<file path="config.mk">
export PLATFORM = sky130hd
export DESIGN_NAME = nibble_input_conditioner_flat
export DESIGN_NICKNAME = d
export VERILOG_FILES = /design/src/rtl/nibble_input_conditioner_if.sv /design/src/rtl/nibble_input_conditioner.sv /design/src/flat_wrapper.sv
export SDC_FILE = /design/constraint.sdc
export NUM_CORES = 1
export LEC_CHECK = 0
export CORE_MARGIN = 2
export CORE_UTILIZATION = 45
export CTS_BUF_LIST = sky130_fd_sc_hd__clkbuf_8
export CTS_CLUSTER_DIAMETER = 50
export DETAILED_ROUTE_END_ITERATION = 7
export PLACE_DENSITY_LB_ADDON = 0.25
export REMOVE_ABC_BUFFERS = 1
export SYNTH_ARGS = -nofsm -noshare
export SYNTH_HDL_FRONTEND = slang
export SYNTH_SLANG_ARGS = --single-unit
</file>
<file path="constraint.sdc">
create_clock -name clk -period 3.3 [get_ports clk]
set_clock_uncertainty 0.05 [all_clocks]
set_input_delay 0.33 -clock clk [delete_from_list [all_inputs] [get_ports clk]]
set_output_delay 0.33 -clock clk [all_outputs]
set_load 0.005 [all_outputs]
</file>
<file path="src/rtl/nibble_input_conditioner_if.sv">
// Signal bundle between the pushbutton conditioner and its user (processor IN port side).
// Ports: btn_raw/tick/rd_strobe flow into the conditioner; btn_level/btn_rise/btn_data/pending flow out.
// master = driver of raw buttons and read strobe; slave = the conditioner itself.
interface nibble_input_conditioner_if;
  logic [3:0] btn_raw;    // raw asynchronous button levels, 1 = pressed
  logic       tick;       // debounce sample enable
  logic       rd_strobe;  // IN-read acknowledge (oeIN)
  logic [3:0] btn_level;  // debounced level
  logic [3:0] btn_rise;   // one-cycle pulse on debounced press
  logic [3:0] btn_data;   // nibble for the processor pushbuttons input
  logic       pending;    // any bit of btn_data set

  modport master (
    output btn_raw, tick, rd_strobe,
    input  btn_level, btn_rise, btn_data, pending
  );

  modport slave (
    input  btn_raw, tick, rd_strobe,
    output btn_level, btn_rise, btn_data, pending
  );
endinterface

</file>
<file path="src/rtl/nibble_input_conditioner.sv">
// Four-channel pushbutton conditioner: 2-flop sync, per-channel debounce, press edge detect, optional press latch.
// Latency: raw change before edge E0 shows on btn_level/btn_rise after edge E0+DEBOUNCE_CYCLES+1 (tick tied high).
// No backpressure; with INPUT_STICKY_EN defined presses are held until rd_strobe, otherwise btn_data follows btn_level.
// Ports: clk, reset (async, active-high), bus (nibble_input_conditioner_if.slave).
module nibble_input_conditioner #(
  parameter int unsigned DEBOUNCE_CYCLES = 15  // legal 1..65535
) (
  input logic                        clk,
  input logic                        reset,
  nibble_input_conditioner_if.slave  bus
);

  localparam logic [15:0] LAST_COUNT = 16'(DEBOUNCE_CYCLES - 1);

  logic [3:0]       sync1;
  logic [3:0]       sync2;
  logic [3:0]       stable;
  logic [3:0]       stable_nxt;
  logic [3:0]       rise_q;
  logic [3:0]       rise_nxt;
  logic [3:0][15:0] count;
  logic [3:0][15:0] count_nxt;

  // Any sample that agrees with the stable value restarts the count, so only
  // DEBOUNCE_CYCLES consecutive disagreeing ticks can flip a channel.
  always_comb begin
    stable_nxt = stable;
    count_nxt  = count;
    for (int i = 0; i < 4; i++) begin
      if (sync2[i] == stable[i]) begin
        count_nxt[i] = '0;
      end else if (bus.tick) begin
        if (count[i] == LAST_COUNT) begin
          stable_nxt[i] = sync2[i];
          count_nxt[i]  = '0;
        end else begin
          count_nxt[i] = count[i] + 16'd1;
        end
      end
    end
    // Registering the transition makes the pulse coincide with the new level.
    rise_nxt = stable_nxt & ~stable;
  end

  always_ff @(posedge clk or posedge reset) begin
    if (reset) begin
      sync1  <= '0;
      sync2  <= '0;
      stable <= '0;
      count  <= '0;
      rise_q <= '0;
    end else begin
      sync1  <= bus.btn_raw;
      sync2  <= sync1;
      stable <= stable_nxt;
      count  <= count_nxt;
      rise_q <= rise_nxt;
    end
  end

  assign bus.btn_level = stable;
  assign bus.btn_rise  = rise_q;

`ifdef INPUT_STICKY_EN
  logic [3:0] press;

  // Clear first, then OR in new rises: a rise in the read cycle is kept.
  always_ff @(posedge clk or posedge reset) begin
    if (reset) begin
      press <= '0;
    end else begin
      press <= (press & ~{4{bus.rd_strobe}}) | rise_q;
    end
  end

  assign bus.btn_data = press;
  assign bus.pending  = |press;
`else
  assign bus.btn_data = stable;
  assign bus.pending  = |stable;
`endif

endmodule

</file>
<file path="src/flat_wrapper.sv">
// flat-port wrapper written by rule: the top's interface ports become plain ports
module nibble_input_conditioner_flat 
#(
  parameter int unsigned DEBOUNCE_CYCLES = 15                   
)
  (clk, reset, bus_btn_raw, bus_tick, bus_rd_strobe, bus_btn_level, bus_btn_rise, bus_btn_data, bus_pending);
  nibble_input_conditioner_if bus_i ();
  input logic clk;
  input logic reset;
  input wire logic [$bits(bus_i.btn_raw)-1:0] bus_btn_raw;
  input wire logic [$bits(bus_i.tick)-1:0] bus_tick;
  input wire logic [$bits(bus_i.rd_strobe)-1:0] bus_rd_strobe;
  output wire logic [$bits(bus_i.btn_level)-1:0] bus_btn_level;
  output wire logic [$bits(bus_i.btn_rise)-1:0] bus_btn_rise;
  output wire logic [$bits(bus_i.btn_data)-1:0] bus_btn_data;
  output wire logic [$bits(bus_i.pending)-1:0] bus_pending;
  assign bus_i.btn_raw = bus_btn_raw;
  assign bus_i.tick = bus_tick;
  assign bus_i.rd_strobe = bus_rd_strobe;
  assign bus_btn_level = bus_i.btn_level;
  assign bus_btn_rise = bus_i.btn_rise;
  assign bus_btn_data = bus_i.btn_data;
  assign bus_pending = bus_i.pending;
  nibble_input_conditioner #(.DEBOUNCE_CYCLES(DEBOUNCE_CYCLES)) u_core (.clk(clk), .reset(reset), .bus(bus_i));
endmodule
</file>
Yosys cells after proc, flatten, opt, wreduce, memory -nomap -nowiden
Cells that the tools add are included.
W data, S select, Z words.
{"block": "classes", "mux": 24, "n_reduce_logical": 5, "eq_ne": 8, "bitwise_logic": 2, "addsub": 4}
{"op": "$mux W16", "count": 12}
{"op": "$add A16 B1 Y16 const B", "count": 4}
{"op": "$eq A16 B4 Y1 const B", "count": 4}
{"op": "$mux W1", "count": 12}
{"op": "$reduce_bool A2 Y1", "count": 4}
{"op": "$and A4 B4 Y4", "count": 1}
{"op": "$eq A1 B1 Y1", "count": 4}
{"op": "$not A4 Y4", "count": 1}
{"op": "$reduce_or A4 Y1", "count": 1}
{"block": "word_totals", "word_cells": 51, "output_inout_bits": 13, "reg_bits": 80, "input_bits": 8}

Longest topological paths before layout
Gate-level depths: netlist of run 1.
{"block": "depth", "ltp_word": 5, "ltp_mapped": 7, "mapped_depth_nobuf": 6}

Worst setup path before layout of run 1
OpenSTA, ideal clock, no wires.
{"block": "synth_timing", "path_type": "register to register", "startpoint": "register u_core.count[48] (netlist bit)", "endpoint": "register u_core.stable[3], in the netlist u_core.bus.btn_data[3]", "path_slack_ns": 1.086, "required_time_ns": 3.125, "arrival_time_ns": 2.039, "path_stages_with_launch": 7, "n_path_buf": 0, "setup_ns": 0.125, "period_less_slack_ns": 2.214, "cell_sequence": "dfrtp_1 -> inv_1 -> ha_1 -> or4b_1 -> or4_4 -> or2_1 -> mux2_4"}
{"block": "synth_between", "elab_chain_cells": 4}
{"item": "from (decl)", "line_no": "nibble_input_conditioner.sv:21", "source": "logic [3:0][15:0] count;"}
{"item": "from (signal assigned)", "line_no": "nibble_input_conditioner.sv:56", "source": "count <= count_nxt;"}
{"item": "$eq A16 B4 Y1", "line_no": "nibble_input_conditioner.sv:33", "source": "if (count[i] == LAST_COUNT) begin"}
{"item": "$mux W1", "line_no": "nibble_input_conditioner.sv:33"}
{"item": "$mux W1", "line_no": "nibble_input_conditioner.sv:32", "source": "end else if (bus.tick) begin"}
{"item": "$mux W1", "line_no": "nibble_input_conditioner.sv:30", "source": "if (sync2[i] == stable[i]) begin"}
{"item": "via u_core.stable_nxt[3]", "line_no": "nibble_input_conditioner.sv:18", "source": "logic [3:0] stable_nxt;"}
{"item": "to (signal assigned)", "line_no": "nibble_input_conditioner.sv:55", "source": "stable <= stable_nxt;"}
{"item": "to (decl)", "line_no": "nibble_input_conditioner.sv:17", "source": "logic [3:0] stable;"}
The timed path passes the listed nets, and every way through them passes these cells.
A chain may end at the register's enable or synchronous reset.

Worst setup path in the final report of run 1
{"block": "layout_timing", "startpoint": "register u_core.count[48] (netlist bit)", "endpoint": "register u_core.rise_q[3], in the netlist u_core.bus.btn_rise[3]"}
{"block": "layout_between", "elab_chain_cells": 5}
{"item": "$eq A16 B4 Y1", "line_no": "nibble_input_conditioner.sv:33"}
{"item": "$mux W1", "line_no": "nibble_input_conditioner.sv:33"}
{"item": "$mux W1", "line_no": "nibble_input_conditioner.sv:32"}
{"item": "$mux W1", "line_no": "nibble_input_conditioner.sv:30"}
{"item": "$and A4 B4 Y4", "line_no": "nibble_input_conditioner.sv:42", "source": "rise_nxt = stable_nxt & ~stable;"}
{"item": "via u_core.rise_nxt[3]", "line_no": "nibble_input_conditioner.sv:20", "source": "logic [3:0] rise_nxt;"}
{"item": "to (signal assigned)", "line_no": "nibble_input_conditioner.sv:57", "source": "rise_q <= rise_nxt;"}
{"item": "to (decl)", "line_no": "nibble_input_conditioner.sv:19", "source": "logic [3:0] rise_q;"}
The timed path passes the listed nets, and every way through them passes these cells.

==> results of run 1 <==
-- synth_stat cells (2+ instances only) --
| library cell | instances |
|---|---|
| o21ai_0 | 37 |
| nand3_1 | 14 |
| mux2_2 | 3 |
| xor2_1 | 25 |
| o22a_1 | 2 |
| or4b_1 | 3 |
| clkbuf_1 | 6 |
| or4_1 | 3 |
| o211ai_1 | 8 |
| buf_4 | 4 |
| nor2_1 | 31 |
| nor4_1 | 8 |
| or4_4 | 2 |
| or3_1 | 22 |
| nand3b_1 | 2 |
| xnor2_1 | 8 |
| a311o_1 | 2 |
| a21o_1 | 2 |
| and4b_1 | 3 |
| and3_1 | 6 |
| and4_1 | 14 |
| mux2i_1 | 3 |
| o2111ai_1 | 10 |
| nand4_1 | 10 |
| a21oi_1 | 25 |
| a211o_1 | 2 |
| ha_1 | 8 |
| nor4b_1 | 3 |
| and2_1 | 3 |
| nor3_1 | 6 |
| dfrtp_1 | 80 |
| or2_2 | 2 |
| a2111o_1 | 2 |
| inv_1 | 10 |
| nor3b_1 | 8 |
| nand2_1 | 29 |
-- metal layers --
layer	vias to the layer above	wire, um
met5	-	0
met4	0	155
met3	13	246
met2	51	3830
met1	1608	4120
li1	1608	-
-- layout make-up --
type                    count  area share [%]
clock buffers              10            2.94
clock inverters             6            1.28
inverters                  10           0.828
multi-input cells         315            44.1
flip-flops and latches     80            42.7
well taps                 111            2.97
repair buffers             26            5.18
-- final timing paths --
path	from	to	slack [ps]
setup / recovery	u_core.count[48]	u_core.bus.btn_rise[3]	930
hold / removal	u_core.sync1[3]	u_core.sync2[3]	300
max in group asynchronous	reset	u_core.bus.btn_rise[1]	1990
hold reg to reg	u_core.sync1[3]	u_core.sync2[3]	300
min in group asynchronous	reset	u_core.count[33]	470
setup reg to reg	u_core.count[48]	u_core.bus.btn_rise[3]	930
-- registers in the layout (all words and copies together) (netlist names) --
register / count
u_core.sync2: 4
u_core.sync1: 4
u_core.bus.btn_rise: 4
u_core.bus.btn_data: 4
u_core.count: 64
-- power by group through the flow --
stage / registers (mW) / logic (mW) / clock network [mW]
floorplan: 1.02 / 0.0544 / 0
detailed placement: 1.03 / 0.0943 / 0
CTS: 1.01 / 0.0945 / 0.743
global route: 1.01 / 0.107 / 0.774
global placement: 1.03 / 0.0919 / 0
finish: 1.01 / 0.0922 / 0.722
-- worst max-delay path, cell delays in order, from the launching register on --
cell     delay [ps]
dfrtp_1         420
inv_1            90
ha_1            150
or4b_1          430
or4_4           510
or2_1           260
nor3b_1         330
-- per-stage QoR --
step                      power (mW)  setup slack [ps]
after floorplan                 1.08               868
after global placement          1.12               971
after detailed placement        1.12               973
after CTS                       1.85               945
after global routing            1.89               766
final                           1.82               935
-- cell families (layout without fill, tap and decap cells) --
logic type	after synthesis	count (layout)	synth area share, %
buffers and inverters	22	52	2.37
and+or+nand+nor	172	172	24.0
AOI/OAI and AO/OA	95	95	14.3
adders and majority gates	8	8	2.40
xor gates and xnor gates	33	33	6.94
muxes	7	7	1.89
DFF	80	80	48.1
==> run summary, run 1 <==
outcome: complete, no violations
largest area contributor in the netlist: dfrtp_1
leakage: 1.92 nW
Max-Cap Viols: 0
top-area cell type share of the netlist area: 48.1%
most common cell after layout, fill and taps aside: dfrtp_1
Setup TNS: 0 ps
# H-tree levels: 3
Clock Pin Slew Worst Setup and Hold Paths: 80 ps
Data arrival, critical path: 2530 ps
# rows: 35
Netlist cell types: 47
met3 GRT Util: 2.86%
gr busiest metal: met2
Vias: 3280
worst vdd ir: 0.237 mV
P_sw: 0.434 mW
Finished Layout Cells: 558
Layout Nets: 458
drt drc: 0
kind of critical path: reg2reg
hold slack: 301 ps
Synth warnings: 0
sequential area share after synthesis: 48.1%
ANT nets after route: 0
Slew headroom: 35.0%
Die ar.: 10000 sq um
R2R depth: 6
Multi-input gate area: 2060 sq um
Mapped Area: 4160 sq um
CP startpoint kind: flop
Die Wd: 100 um
Worst Path Max Fanout: 5
Final Core Density: 51.4%
final instance area: 4680 sq um
core area: 9110 sq um
post-DP HPWL: 5740 um
global route overflow: 0
post-CTS setup buffer count: 0
fin crit period: 2370 ps
hold depth: 0
Slew Viols, Final: 0
Pwr per Cell Area: 389 nW/um^2
most frequent cells in the layout: dfrtp_1, o21ai_0, nor2_1, nand2_1
endpoints failing hold: 0
Post-CTS Hold Fix Bufs: 0
area grow syn2layout: 12.5%
Post-synth ARST share: 100%
TritonCTS clock tree: built
worst skew pair latency: 350 ps
CP endpoint kind: flop
Global Route met2 Usage: 28.5%
internal power: 1.39 mW
Post-Syn Area per Cell: 9.99 sq um
Fmax: 423 MHz
met1 usage: 25.6%
final setup fails: 0
Post-synth EDFFs: 0
CTS sink cnt: 80
clk root buf: clkbuf_8
Port Buf Inserts: 19
DIE HEIGHT: 100 um
Flop pwr share: 55.3%
Synth Flop Type: dfrtp_1
Mapped Cells: 417
clock share of power: 39.6%
initial antenna violation count: 0
fillcell total: 852
placed insts: 542
flops & latches, synth: 80
vias in the first global route: 3122
largest net degree at the start of global routing: 58
share of layout cells above drive strength 1: 7.38%
Inserted Clock Buffers: 9
Clock Tree Buf Depth: 2
GRT Overall Usage: 18.2%
Storage cell area: 2000 sq um
DRT Pass-1 Iters: 4
GPL Wtd Cong: 0.782
Worst-Margin Slew: 973 ps
final period utilization: 71.7%
Gate power share: 5.1%
RSZ-0062 raised after global routing: no
first-pass GRT wire length: 14700 um
# diodes: 0
DR iter-0 viols: 95
Sw Ratio: 23.8%
initial cell density of the core: 45.7%
Critical Path RT: 3470 ps
Post-Route WL: 8350 um
post-CTS sizing: 0
via/cell ratio: 5.88
DR WL/cell: 15.0 um
placed standard-cell area: 4490 sq um
top post-synthesis cells by area: dfrtp_1, xor2_1, o21ai_0, or3_1, a21oi_1
Worst Hold Class: reg2reg
# IOs: 21
No activity file was read; power rests on OpenSTA's default activity.
==> run 2, diff against run 1 <==
==> constraint.sdc (replaced) <==
create_clock -name clk -period 2.1 [get_ports clk]
set_clock_uncertainty 0.05 [all_clocks]
set_input_delay 0.21 -clock clk [delete_from_list [all_inputs] [get_ports clk]]
set_output_delay 0.21 -clock clk [all_outputs]
set_load 0.005 [all_outputs]
==> run 2 against run 1 <==
- the flow now finishes with violations (negative setup slack)
- total power grew 64%
- cell count increased by 6.1%
- sequential power grew 56%
- non-clock buffer count up 34
- clock power is 68% higher
- sequential share of layout area down 3.4 points
- cell area is 8.7% higher
- core utilization grew 4.5 points
- flip-flop and latch count stayed put
- die area did not move
- register-to-register slack lost 1100 ps
- maximum frequency rose by 4.9%
==> run summary, run 2 (synthesis gave the netlist of run 1 again) <==
Finished Layout Cells: 592 (+6.1%)
Layout Nets: 492 (+7.4%)
Fmax: 443 MHz (+4.9%)
TritonCTS clock tree: built
crit path cell chain: inv_2, ha_4, or4b_4, or4_4, or2_4, mux2_4
most frequent cells in the layout: dfrtp_1, buf_4, o21ai_0, nand2_1, nor2_1
Die ar.: 10000 sq um (unchanged)
Post-Route WL: 9360 um (+12%)
CP startpoint kind: flop
CTS sink cnt: 80 (unchanged)
Setup TNS: -858 ps (-858 ps)
Clock Pin Slew Worst Setup and Hold Paths: 80 ps (about the same)
Die Wd: 100 um (unchanged)
ANT nets after route: 0 (unchanged)
area grow syn2layout: 22.2%
delay-heaviest family, CP: simple AND/OR/NAND/NOR gates
first-pass GRT wire length: 16000 um (+8.7%)
Slew headroom: 61.3% (+26 points)
share of layout cells above drive strength 1: 17.9% (+10 points)
most common cell after layout, fill and taps aside: dfrtp_1
core area: 9110 sq um (unchanged)
Inserted Clock Buffers: 9 (unchanged)
via/cell ratio: 5.80 (-1.3%)
final period utilization: 107% (+36 points)
CP endpoint kind: flop
Gate power share: 6.4% (+1.3 points)
outcome: finished, violations left
max reg flops: 64 (unchanged)
Reg with most FFs: u_core.count
Sw Ratio: 23.7% (-0.14 points)
RSZ-0062 raised after global routing: yes
DR iter-0 viols: 143 (+51%)
initial antenna violation count: 0 (unchanged)
DR WL/cell: 15.8 um (+5.6%)
Clock Tree Buf Depth: 2 (unchanged)
hold slack: 174 ps (-127 ps)
clock share of power: 40.6% (+1.0 points)
global route overflow: 0 (unchanged)
placed insts: 572 (+5.5%)
leakage: 2.11 nW (+9.9%)
slowest cell on the critical path: or4_4
Max-Cap Viols: 0 (unchanged)
# H-tree levels: 3 (unchanged)
drt drc: 0 (unchanged)
Data arrival, critical path: 2430 ps (-100 ps)
# diodes: 0 (unchanged)
P_sw: 0.706 mW (+63%)
DRT Pass-1 Iters: 4 (unchanged)
fin crit period: 2260 ps (-110 ps)
internal power: 2.28 mW (+64%)
Final Core Density: 55.9% (+4.5 points)
vias in the first global route: 3384 (+8.4%)
Port Buf Inserts: 19 (unchanged)
kind of critical path: reg2reg
Flop pwr share: 53.0% (-2.3 points)
Slew Viols, Final: 0 (unchanged)
# rows: 35 (unchanged)
Worst-Margin Slew: 580 ps (-393 ps)
GRT Overall Usage: 19.7% (+1.5 points)
placed standard-cell area: 4720 sq um (+5.3%)
clk root buf: clkbuf_8
worst vdd ir: 0.400 mV (+69%)
violated checks: negative setup slack
GPL Wtd Cong: 0.855 (+9.4%)
worst skew pair latency: 350 ps (about the same)
DIE HEIGHT: 100 um (unchanged)
# IOs: 21 (unchanged)
final setup fails: 15 (+15)
Worst Path Max Fanout: 3 (-2)
largest net degree at the start of global routing: 34 (-41%)
buffer and inverter count on the worst path: 1 (unchanged)
Worst Hold Class: in2async
Pwr per Cell Area: 587 nW/um^2 (+51%)
final instance area: 5090 sq um (+8.7%)
Critical Path RT: 2280 ps (-1190 ps)
initial cell density of the core: 45.7% (unchanged)
endpoints failing hold: 0 (unchanged)
max incr delay on CP: 470 ps (-40 ps)
Vias: 3433 (+4.7%)
final worst slack: -155 ps (-1090 ps)
post-DP HPWL: 6470 um (+13%)
## run 2: cell type report
type,instances,area (sq um)
repair buffers,60,522
inverters,10,38.8
fillers,801,4020
well taps,111,139
clock inverters,4,51.3
multi-input cells,315,2170
clock buffers,12,165
flip-flops and latches,80,2000
## run 2: path summary, 6_finish.rpt
check | start | end | slack, ps | cells after the start
worst max register to register | u_core.count[48] | u_core.bus.btn_data[3] | -160 | 6
worst min-delay path | reset | u_core.sync2[2] | 170 | 2
min in group clk | bus_btn_raw[2] | u_core.sync1[2] | 240 | 1
worst max-delay path | u_core.count[48] | u_core.bus.btn_data[3] | -160 | 6
worst min register to register | u_core.sync1[3] | u_core.sync2[3] | 300 | 0
max in group asynchronous | reset | u_core.count[20] | 1260 | 3
## run 2: stage by stage
| stage | total power [mW] | setup WS (ps) |
|---|---|---|
| floorplan | 1.69 | -241 |
| global route | 3.12 | -195 |
| detailed placement | 1.78 | -162 |
| finish | 2.99 | -155 |
| global placement | 1.78 | -128 |
| CTS | 3.00 | -103 |
## run 2: metal layers
metal | share of wire [%] | vias to the layer above | global-route usage, %
met2 | 47 | 50 | 30.4
met5 | 0 | - | 0
li1 | - | 1683 | -
met4 | 1.5 | 0 | 7.06
met3 | 2.4 | 13 | 2.99
met1 | 50 | 1687 | 28.5
## run 2: power by group through the flow
stage	combinational, mW	sequential (mW)	clock (mW)
2_1_floorplan	0.0855	1.61	0
3_3_place_gp	0.170	1.61	0
3_5_place_dp	0.172	1.61	0
4_1_cts	0.175	1.58	1.24
5_1_grt	0.214	1.59	1.32
6_report	0.191	1.58	1.21
## run 2: repair_timing
action / CTS / global route
buffers inserted: 1 / 2
pin swaps: 2 / 9
endpoints found under the setup margin: 16 / 17
gates resized for setup: 2 / 28
cloned: 0 / 1
hold buffers: 0 / 0
==> run 3, diff against run 2 <==
--- a/config.mk
+++ b/config.mk
@@ -6,7 +6,7 @@
 export NUM_CORES = 1
 export LEC_CHECK = 0
 export CORE_MARGIN = 2
-export CORE_UTILIZATION = 45
+export CORE_UTILIZATION = 56
 export CTS_BUF_LIST = sky130_fd_sc_hd__clkbuf_8
 export CTS_CLUSTER_DIAMETER = 50
 export DETAILED_ROUTE_END_ITERATION = 7
==> run 3 against run 2 <==
- the run still ends with negative setup slack left
- combinational power shrank 8%
- first-iteration DRC count grew 26%
- cell area shrank 2.6%
- cell count shrank 3.0%
- global-route usage grew 3.9 points
- core utilization grew 13 points
- die area shrank 19%
- critical path type unchanged
==> run summary, run 3 (synthesis gave the netlist of run 1 again) <==
outcome: finished, violations left
violated checks: negative setup slack
share of layout cells above drive strength 1: 14.3% (-3.6 points)
Worst Hold Class: in2async
post-DP HPWL: 6190 um (-4.4%)
worst skew pair latency: 370 ps (+20 ps)
via/cell ratio: 5.97 (+3.0%)
clk root buf: clkbuf_8
Die Wd: 90.2 um (-9.9%)
placed standard-cell area: 4680 sq um (-0.85%)
GRT Overall Usage: 23.6% (+3.9 points)
Post-Route WL: 9170 um (-2.0%)
Data arrival, critical path: 2420 ps (about the same)
most common cell after layout, fill and taps aside: dfrtp_1
final worst slack: -120 ps (+34.8 ps)
final instance area: 4960 sq um (-2.6%)
CTS sink cnt: 80 (unchanged)
Fmax: 450 MHz (+1.6%)
DR WL/cell: 16.0 um (+1.1%)
max reg flops: 64 (unchanged)
DR iter-0 viols: 180 (+26%)
Clock Pin Slew Worst Setup and Hold Paths: 80 ps (about the same)
largest net degree at the start of global routing: 32 (-5.9%)
DIE HEIGHT: 90.2 um (-9.9%)
first-pass GRT wire length: 15700 um (-2.0%)
Vias: 3429 (-0.12%)
Slew headroom: 59.2% (-2.1 points)
fillcell total: 571 (-29%)
Port Buf Inserts: 19 (unchanged)
Finished Layout Cells: 574 (-3.0%)
ANT nets after route: 0 (unchanged)
# rows: 31 (-11%)
Pwr per Cell Area: 601 nW/um^2 (+2.5%)
Clock Tree Buf Depth: 2 (unchanged)
Post-CTS Hold Fix Bufs: 0 (unchanged)
Die ar.: 8140 sq um (-19%)
core area: 7210 sq um (-21%)
CP startpoint kind: flop
final period utilization: 106% (-1.7 points)
# H-tree levels: 3 (unchanged)
fin crit period: 2220 ps (-34.8 ps)
TritonCTS clock tree: built
RSZ-0062 raised after global routing: yes
hold slack: 137 ps (-37.3 ps)
Max-Cap Viols: 0 (unchanged)
Storage cell area: 2000 sq um (unchanged)
Multi-input gate area: 2100 sq um (-3.4%)
final setup fails: 14 (-1)
initial antenna violation count: 0 (unchanged)
CP endpoint kind: flop
GPL Wtd Cong: 0.887 (+3.7%)
vias in the first global route: 3437 (+1.6%)
Worst-Margin Slew: 608 ps (+28.0 ps)
Inserted Clock Buffers: 9 (unchanged)
# IOs: 21 (unchanged)
kind of critical path: reg2reg
worst vdd ir: 0.602 mV (+50%)
Reg with most FFs: u_core.count
Layout Nets: 486 (-1.2%)
Worst Path Max Fanout: 7 (+4)
endpoints failing hold: 0 (unchanged)
leakage: 2.08 nW (-1.7%)
area grow syn2layout: 19.1%
placed insts: 555 (-3.0%)
DRT Pass-1 Iters: 4 (unchanged)
# diodes: 0 (unchanged)
Critical Path RT: 2300 ps (+20 ps)
drt drc: 0 (unchanged)
global route overflow: 0 (unchanged)
most frequent cells in the layout: dfrtp_1, o21ai_0, buf_4, nor2_1, nand2_1
initial cell density of the core: 57.7% (+12 points)
Slew Viols, Final: 0 (unchanged)
total power: 2.98 mW (-0.12%)
## run 3: cell types whose count changed in the layout (fill, tap and decap cells not counted), moves of 2 or more
| cell | previous run | this run |
|---|---|---|
| a21oi_2 | 6 | 0 |
| a21oi_1 | 19 | 25 |
| nor2_4 | 4 | 0 |
| inv_6 | 0 | 2 |
| buf_4 | 38 | 32 |
| nor2_1 | 26 | 31 |
## run 3: power by group
group / leakage [nW] / internal (mW) / switching (mW) / total [mW]
Clock: 0.103 / 0.622 / 0.602 / 1.22
Combinational: 0.879 / 0.0659 / 0.109 / 0.175
Sequential: 1.09 / 1.56 / 0.0236 / 1.58
## run 3: worst paths after layout
check | start | to | slack (ps) | depth (start not counted)
hold / removal | reset | u_core.count[55] | 140 | 2
min in group clk | bus_btn_raw[0] | u_core.sync1[0] | 230 | 1
hold reg to reg | u_core.sync1[0] | u_core.sync2[0] | 310 | 0
setup reg to reg | u_core.count[63] | u_core.count[56] | -120 | 6
max in group asynchronous | reset | u_core.count[36] | 1330 | 3
setup / recovery | u_core.count[63] | u_core.count[56] | -120 | 6
## run 3: cell type report
| type | count | area share [%] |
|---|---|---|
| Timing Repair Buffer | 54 | 9.71 |
| Sequential cell | 80 | 40.4 |
| Clock buffer | 11 | 3.05 |
| Inverter | 10 | 0.782 |
| Clock inverter | 5 | 1.26 |
| Multi-Input combinational cell | 315 | 42.3 |
| Tap cell | 99 | 2.50 |
## run 3: through the flow
step / setup TNS [ps] / worst slack (ps) / util [%]
2_1_floorplan: -18990 / -241 / -
3_3_place_gp: -180 / -136 / 64.9
3_5_place_dp: -235 / -160 / 64.9
4_1_cts: -211 / -106 / 68.0
5_1_grt: -1580 / -145 / 68.7
6_report: -1010 / -120 / 68.7
## run 3: critical path, stage by stage (launching register included)
cell      delay, ps
dfrtp_1         390
or4_4           570
or4_4           560
buf_4           170
o21ai_4         130
buf_6           140
o211ai_1        100
## run 3: metal layers
layer	track usage (%)	part of all wire, %
met3	5.45	4.3
met5	0	0
met1	30.7	45
met2	38.5	49
met4	9.36	1.8
## run 3: what timing repair did
action                                 in CTS  in global routing
endpoints found under the hold margin       0                  0
buffers inserted                            1                  2
pin swaps                                   2                  2
setup endpoints to repair                  11                 17
resized for setup                           1                  8
